[src/rtl/muldiv_sched.sv]
// HI/LO scheduler: issues MULT/DIV to external units, stalls EX while a long
// op is in flight, handles flush/cancel and owns the architectural HI/LO.
module muldiv_sched #(
  parameter int unsigned MUL_LAT = 2
) (
  input  logic        clk,
  input  logic        reset,
  input  logic        req_valid,
  input  logic [2:0]  req_op,
  input  logic [31:0] src_a,
  input  logic [31:0] src_b,
  input  logic        flush,
  output logic        stall,
  output logic        mul_en,
  output logic        mul_signed,
  output logic [31:0] mul_x,
  output logic [31:0] mul_y,
  input  logic [63:0] mul_result,
  output logic        div_start,
  output logic        div_signed,
  output logic [31:0] div_x,
  output logic [31:0] div_y,
  input  logic        div_done,
  input  logic [31:0] div_q,
  input  logic [31:0] div_r,
  output logic [31:0] rd_data,
  output logic [31:0] hi,
  output logic [31:0] lo,
  output logic [2:0]  dbg_state
);

  // Handshake: EX presents req_valid/req_op; an instruction is consumed in a
  // cycle where req_valid=1, flush=0 and stall=0. A long op is taken in the
  // accept cycle (stall=1 that cycle) and completes when stall drops in DONE.

  typedef enum logic [2:0] {
    ST_IDLE     = 3'd0,
    ST_MUL_WAIT = 3'd1,
    ST_DIV_WAIT = 3'd2,
    ST_DONE     = 3'd3,
    ST_CANCEL   = 3'd4
  } state_t;

  localparam logic [2:0] OP_MULT  = 3'd0;
  localparam logic [2:0] OP_DIV   = 3'd2;
  localparam logic [2:0] OP_MTHI  = 3'd4;
  localparam logic [2:0] OP_MTLO  = 3'd5;
  localparam logic [2:0] OP_MFHI  = 3'd6;
  localparam logic [2:0] OP_MFLO  = 3'd7;

  // Last counter value of the multiply wait (counter starts at 0).
  localparam logic [2:0] CNT_LAST = 3'(MUL_LAT - 1);

  state_t      state_q, state_d;
  logic [2:0]  cnt_q, cnt_d;
  logic [31:0] hi_q, hi_d;
  logic [31:0] lo_q, lo_d;

  logic is_long;
  logic is_mul;

  assign is_long   = ~req_op[2];
  assign is_mul    = is_long & ~req_op[1];
  assign hi        = hi_q;
  assign lo        = lo_q;
  assign dbg_state = state_q;

  // State register, latency counter and HI/LO; reset wins over everything.
  always_ff @(posedge clk) begin
    if (reset) begin
      state_q <= ST_IDLE;
      cnt_q   <= 3'd0;
      hi_q    <= 32'd0;
      lo_q    <= 32'd0;
    end else begin
      state_q <= state_d;
      cnt_q   <= cnt_d;
      hi_q    <= hi_d;
      lo_q    <= lo_d;
    end
  end

  // Next state, unit issue, stall and HI/LO write selection.
  always_comb begin
    state_d    = state_q;
    cnt_d      = cnt_q;
    hi_d       = hi_q;
    lo_d       = lo_q;
    stall      = 1'b0;
    mul_en     = 1'b0;
    mul_signed = 1'b0;
    mul_x      = 32'd0;
    mul_y      = 32'd0;
    div_start  = 1'b0;
    div_signed = 1'b0;
    div_x      = 32'd0;
    div_y      = 32'd0;

    case (state_q)
      ST_IDLE: begin
        if (req_valid && !flush && is_long) begin
          stall = 1'b1;
          if (is_mul) begin
            mul_en     = 1'b1;
            mul_signed = (req_op == OP_MULT);
            mul_x      = src_a;
            mul_y      = src_b;
            cnt_d      = 3'd0;
            state_d    = ST_MUL_WAIT;
          end else begin
            div_start  = 1'b1;
            div_signed = (req_op == OP_DIV);
            div_x      = src_a;
            div_y      = src_b;
            state_d    = ST_DIV_WAIT;
          end
        end
      end
      ST_MUL_WAIT: begin
        stall = 1'b1;
        if (flush) begin
          // Product is simply never sampled; nothing to drain.
          cnt_d   = 3'd0;
          state_d = ST_IDLE;
        end else if (cnt_q == CNT_LAST) begin
          hi_d    = mul_result[63:32];
          lo_d    = mul_result[31:0];
          cnt_d   = 3'd0;
          state_d = ST_DONE;
        end else begin
          cnt_d = cnt_q + 3'd1;
        end
      end
      ST_DIV_WAIT: begin
        stall = 1'b1;
        if (flush) begin
          // Divider cannot be aborted; drain it in CANCEL.
          state_d = ST_CANCEL;
        end else if (div_done) begin
          lo_d    = div_q;
          hi_d    = div_r;
          state_d = ST_DONE;
        end
      end
      ST_DONE: begin
        state_d = ST_IDLE;
      end
      ST_CANCEL: begin
        stall = req_valid;
        if (div_done) begin
          state_d = ST_IDLE;
        end
      end
      default: begin
        state_d = ST_IDLE;
      end
    endcase

    // Moves to HI/LO only retire when the instruction is actually consumed.
    if (req_valid && !stall && !flush) begin
      if (req_op == OP_MTHI) begin
        hi_d = src_a;
      end else if (req_op == OP_MTLO) begin
        lo_d = src_a;
      end
    end
  end

  // MFHI/MFLO read path.
  always_comb begin
    rd_data = 32'd0;
    if (req_op == OP_MFHI) begin
      rd_data = hi_q;
    end else if (req_op == OP_MFLO) begin
      rd_data = lo_q;
    end
  end

endmodule

[config.mk]
export PLATFORM = sky130hd
export DESIGN_NAME = muldiv_sched
export DESIGN_NICKNAME = d
export VERILOG_FILES = /design/src/rtl/muldiv_sched.sv
export SDC_FILE = /design/constraint.sdc
export NUM_CORES = 1
export LEC_CHECK = 0
export BUFFER_PORTS_ARGS = -buffer_cell sky130_fd_sc_hd__buf_2
export CORE_AREA = 8 8 160 162
export DETAILED_ROUTE_END_ITERATION = 7
export DIE_AREA = 0 0 168 170
export PLACE_DENSITY = 0.52
export SYNTH_ARGS = -nofsm -noshare
export SYNTH_HDL_FRONTEND = slang
export SYNTH_SLANG_ARGS = --single-unit
[constraint.sdc]
create_clock -name clk -period 1.65 [get_ports clk]
set_clock_uncertainty 0.05 [all_clocks]
set_input_delay 0.0825 -clock clk [delete_from_list [all_inputs] [get_ports clk]]
set_output_delay 0.0825 -clock clk [all_outputs]
set_load 0.05 [all_outputs]
Yosys cells after proc, flatten, opt, wreduce, memory -nomap -nowiden. Index checks and enable logic that the tools add are counted.

Output and inout port bits: 232. Logic and storage cells: 90. Register bits: 70. Input port bits: 200.

$add $sub $neg: 1. Multiplexer cells: 56. Equality and inequality tests: 14. Reduce and logical (&&, ||, !) cells: 12. Bitwise gates (word level): 3.

Operators by type and width (count): 32-bit two-way mux (27); 32-bit one-hot mux with 2 select lines (2); 3-bit two-way mux (10); 3-bit equality test (second input constant) (5); 1-bit two-way mux (13); 3-bit one-hot mux with 4 select lines (1); 3-bit by 1-bit equality test with 1-bit output (second input constant) (2); 3-bit by 2-bit equality test with 1-bit output (second input constant) (2); 3-bit logical NOT (2); 2-bit inequality test (second input constant) (3); 3-bit inequality test (second input constant) (2); 3-bit one-hot mux with 2 select lines (1); 1-bit logical AND (4); 4-bit AND reduction (1); 3-bit by 1-bit adder with 3-bit output (second input constant) (1); 1-bit one-hot mux with 3 select lines (1); 3-bit AND reduction (1); 1-bit logical NOT (2); 2-bit two-way mux (1); 1-bit NOT (2); 2-bit nonzero test (1); 2-bit OR reduction (1); 1-bit AND (1).

Logic depth before layout (Yosys ltp).
Word-level depth: 9. Depth in mapped cells: 6. Depth with buffers taken out: 4.

Worst setup path after synthesis. No wires, ideal clock.

Path type: register to output. From: register state_q[0] (netlist: dbg_state[0]). To: output port mul_x[22]. Path slack: -714 ps. Arrival time: 2232 ps. Stages on the path, launching flop included: 6. Cells stage by stage: dfxtp_1 -> nor2_1 -> nand4b_1 -> nor3_1 -> clkbuf_1 -> and2_1.

Longest elaborated chain between the ends: 2.

Ends and longest elaborated chain: start: declaration (line 54) `state_t state_q, state_d;`; start signal: assignment (line 76) `state_q <= state_d;`; 3-bit logical NOT (line 99) `case (state_q)`; 32-bit two-way mux (line 99); end: declaration (line 16) `output logic [31:0] mul_x,`.

No other way between the ends.

Worst setup path after layout.
From: register state_q[2] (netlist: dbg_state[2]). To: output port mul_y[8].

Longest elaborated chain between the ends: 2.

Ends and longest elaborated chain: 3-bit logical NOT (line 99); 32-bit two-way mux (line 99); end: declaration (line 17) `output logic [31:0] mul_y,`.

No other way between the ends.

==> out/qor.yml <==
floorplanning:
  fp.dieH_um: 170
  start_util_pct: 21.5
  die_w_um: 168
  num_io_pins: 432
  core_um2: 23100
  die_area_um2: 28600
  fp-row-count: 56
detailed_routing:
  drt-initial-drc-count: 470
  detail-route-antenna-nets: 0
  wl_per_cell_um: 25.7
  drc: 0
  firstDrtPassIters: 4
  wl_mm: 36.8
  num_vias: 7429
  via_per_inst: 5.19
logic_synthesis:
  synth_cell_types: 37
  synthArstFlopShare_pct: 0
  synth_area_um2: 4950
  yosysTopAreaCellShare_pct: 28.3
  synth.largest_area_cell: "dfxtp_1"
  ys_top_cells_by_area: "dfxtp_1 (28%), and2_1 (16%), a22oi_1 (9.9%)"
  yosysSeqAreaShare_pct: 28.3
  synth-seq-cells: 70
  synth_area_per_cell_um2: 8.06
  yosys_warnings: 0
  synth_cells: 614
  syn_nets: 814
  yosysMostFrequentCell: "and2_1"
  synthFlopType: "dfxtp_1"
  synth_edf_count: 0
  synthTopCellsByCount: "and2_1 (129), nor2_1 (73), dfxtp_1 (70)"
cells_and_area:
  area_delta_synth_final_pct: 146
  layout-drive-gt1-share_pct: 77.3
  nets: 1333
  n_fill_cell: 1944
  design_area_um2: 12200
  multi_input_area_um2: 4310
  seq_area_um2: 1410
  final_cells: 1431
power:
  power.density_nw_per_um2: 734
  switching_share_pct: 39.9
  ir_drop_v: 0.000452
  leakage_nw: 5.32
  p_int_w: 0.00536
  clockPowerShare_pct: 27.4
  p_sw_w: 0.00356
  pwr-share-seq_pct: 22.5
  pwr-share-comb_pct: 50.0
global_routing:
  grt_util_all_layers_pct: 22.5
  grt_max_degree: 35
  grt.overflow.total: 0
  grt_pass1_vias: 7724
  antenna_found_initial: 5
  grt_pass1_wl_mm: 48.8
sta:
  worstMarginPinSlew_ps: 555
  max_freq_mhz: 466
  relSlewSlack_pct: 63.0
  hold_viol: 0
  slew_viol_final: 0
  worst_slack_ps: -495
  min_period_ps: 2150
  finalSetupViolCount: 199
  rsz0062_at_grt: "yes"
  timing.setup.tns_ps: -72110
  min_period_over_period_pct: 130
placement:
  portBuffers: 431
  dp_slack_ps: -183
  globalplace.congestion: 0.844
  placed_cells_incl_taps: 1328
  place_hpwl_mm: 22.6
  dpl_cell_area_um2: 8170
critical_path:
  worst_ep_arrival_time_ps: 2010
  path_cells: "nor2_4 -> nand4b_1 -> buf_4 -> nor3_4 -> buf_6 -> buf_12 -> buf_16 -> and2_4 -> buf_8"
  crit_required_ps: 1520
  r2r_cells: 9
  reg2reg_setup_slack_ps: -340
  crit_fanout: 6
  crit_path_end_kind: "output pin"
  max_stage_delay_ps: 350
  r2r-end: "lo[6]"
  setup.worst_path.start_class: "flop"
  r2r-start: "dbg_state[1]"
  critPathSlowestCell: "dfxtp_4"
  critical_path_class: "flop to output pin"
cts:
  cts_tree: "done"
  clockRootBuffer: "clkbuf_16"
  clockBufferDepth: 2
  clk_pin_slew_worst_paths_ps: 70
  clkSinkCount: 70
  numCtsBuffers: 9
  htreeDepth: 3
  clock_latency_ps: 340
run:
  cap_violations: 0
hold_path:
  hold_path.class: "primary input to flop"
  hold_end: "lo[13]"
  min_from: "src_a[13]"
  min_path_cells: 3
outcome:
  violations: "setup timing"
  outcome: "finished, violations left"
## worst max-delay path, delay by kind of cell (launching register included)
kind	cells	cell delay, ps
DFF	1	350
buffers and inverters	5	730
and+or+nand+nor	4	580
## flip-flops by register name, summed over array words and instances, names as in the netlist
| name | count |
|---|---|
| hi | 32 |
| lo | 32 |
| cnt_q | 3 |
| dbg_state | 3 |
## power by group through the flow
stage / clock network, W / logic (W) / registers (W)
global route: 0.00259 / 0.00464 / 0.00203
global placement: 0 / 0.00309 / 0.00206
CTS: 0.00251 / 0.00393 / 0.00200
floorplan: 0 / 0.00146 / 0.00260
detailed placement: 0 / 0.00310 / 0.00206
finish: 0.00245 / 0.00446 / 0.00201
## cell usage in the layout, fill, tap and decap left out, types with 2 or more instances in the layout
| master | netlist | layout |
|---|---|---|
| buf_16 | 0 | 12 |
| nor2_1 | 73 | 31 |
| diode_2 | 0 | 3 |
| o2111ai_4 | 2 | 2 |
| nand4b_1 | 3 | 3 |
| a22oi_2 | 1 | 45 |
| a21oi_2 | 0 | 3 |
| nand2_2 | 0 | 4 |
| nor2_4 | 0 | 35 |
| inv_1 | 3 | 2 |
| a21oi_1 | 7 | 4 |
| a22o_1 | 32 | 32 |
| nor3_1 | 4 | 2 |
| nor3_4 | 0 | 2 |
| nor2_2 | 0 | 7 |
| dfxtp_4 | 0 | 3 |
| and2_4 | 0 | 128 |
| clkbuf_16 | 0 | 23 |
| dfxtp_1 | 70 | 67 |
| bufinv_16 | 0 | 3 |
| a311oi_2 | 28 | 52 |
| and3_2 | 0 | 2 |
| dlygate4sd3_1 | 0 | 10 |
| nor3b_1 | 4 | 2 |
| nand2_1 | 66 | 62 |
| buf_8 | 0 | 132 |
| a311oi_1 | 36 | 12 |
| buf_4 | 14 | 41 |
| buf_2 | 15 | 296 |
| buf_12 | 0 | 40 |
| a22oi_1 | 65 | 21 |
| o21ai_1 | 0 | 2 |
| buf_6 | 0 | 31 |
## routing by layer
metal	track usage [%]	vias up	wire length [um]
met5	0	-	23
met2	39.6	437	18600
met4	11.0	4	1450
met1	23.9	3600	13700
met3	7.55	89	2980
li1	-	3299	-
## worst max path at each step
stage | startpoint | end | cells past startpoint
global placement | dbg_state[1] | hi[23] | 6
global route | dbg_state[2] | mul_y[8] | 9
floorplan | dbg_state[2] | div_x[10] | 6
CTS | dbg_state[2] | mul_y[19] | 9
detailed placement | dbg_state[2] | hi[23] | 6
finish | dbg_state[2] | mul_y[8] | 9
## logic make-up after synthesis
family	synth area share (%)
simple gates	30.9
compound gates	33.7
flops	28.3
buf+inv	6.75
xor+xnor	0.329
## layout make-up
type	instances	area share, %
diodes	3	0.0618
clock buffers	12	2.20
clock inverters	4	0.813
inverters	3	0.113
multi-input cells	474	35.5
flip-flops and latches	70	11.6
well taps	290	2.99
repair buffers	575	46.7
## per-stage QoR
| step | power (W) | utilization [%] | hold slack, ps |
|---|---|---|---|
| 5_1_grt | 0.00926 | 52.7 | 5.12 |
| 3_5_place_dp | 0.00516 | 35.4 | 360 |
| 6_report | 0.00892 | 52.7 | 17.2 |
| 4_1_cts | 0.00844 | 48.1 | 0.640 |
| 2_1_floorplan | 0.00406 | - | 213 |
| 3_3_place_gp | 0.00515 | 35.4 | 356 |
## what timing repair did
action | CTS | global route
gates cloned | 22 | 15
setup buffers | 34 | 24
hold endpoints to repair | 11 | 0
pin swaps | 61 | 118
gates resized for setup | 433 | 257
endpoints found under the setup margin | 199 | 203
hold buffers | 10 | 0
No activity file was read; power rests on OpenSTA's default activity.
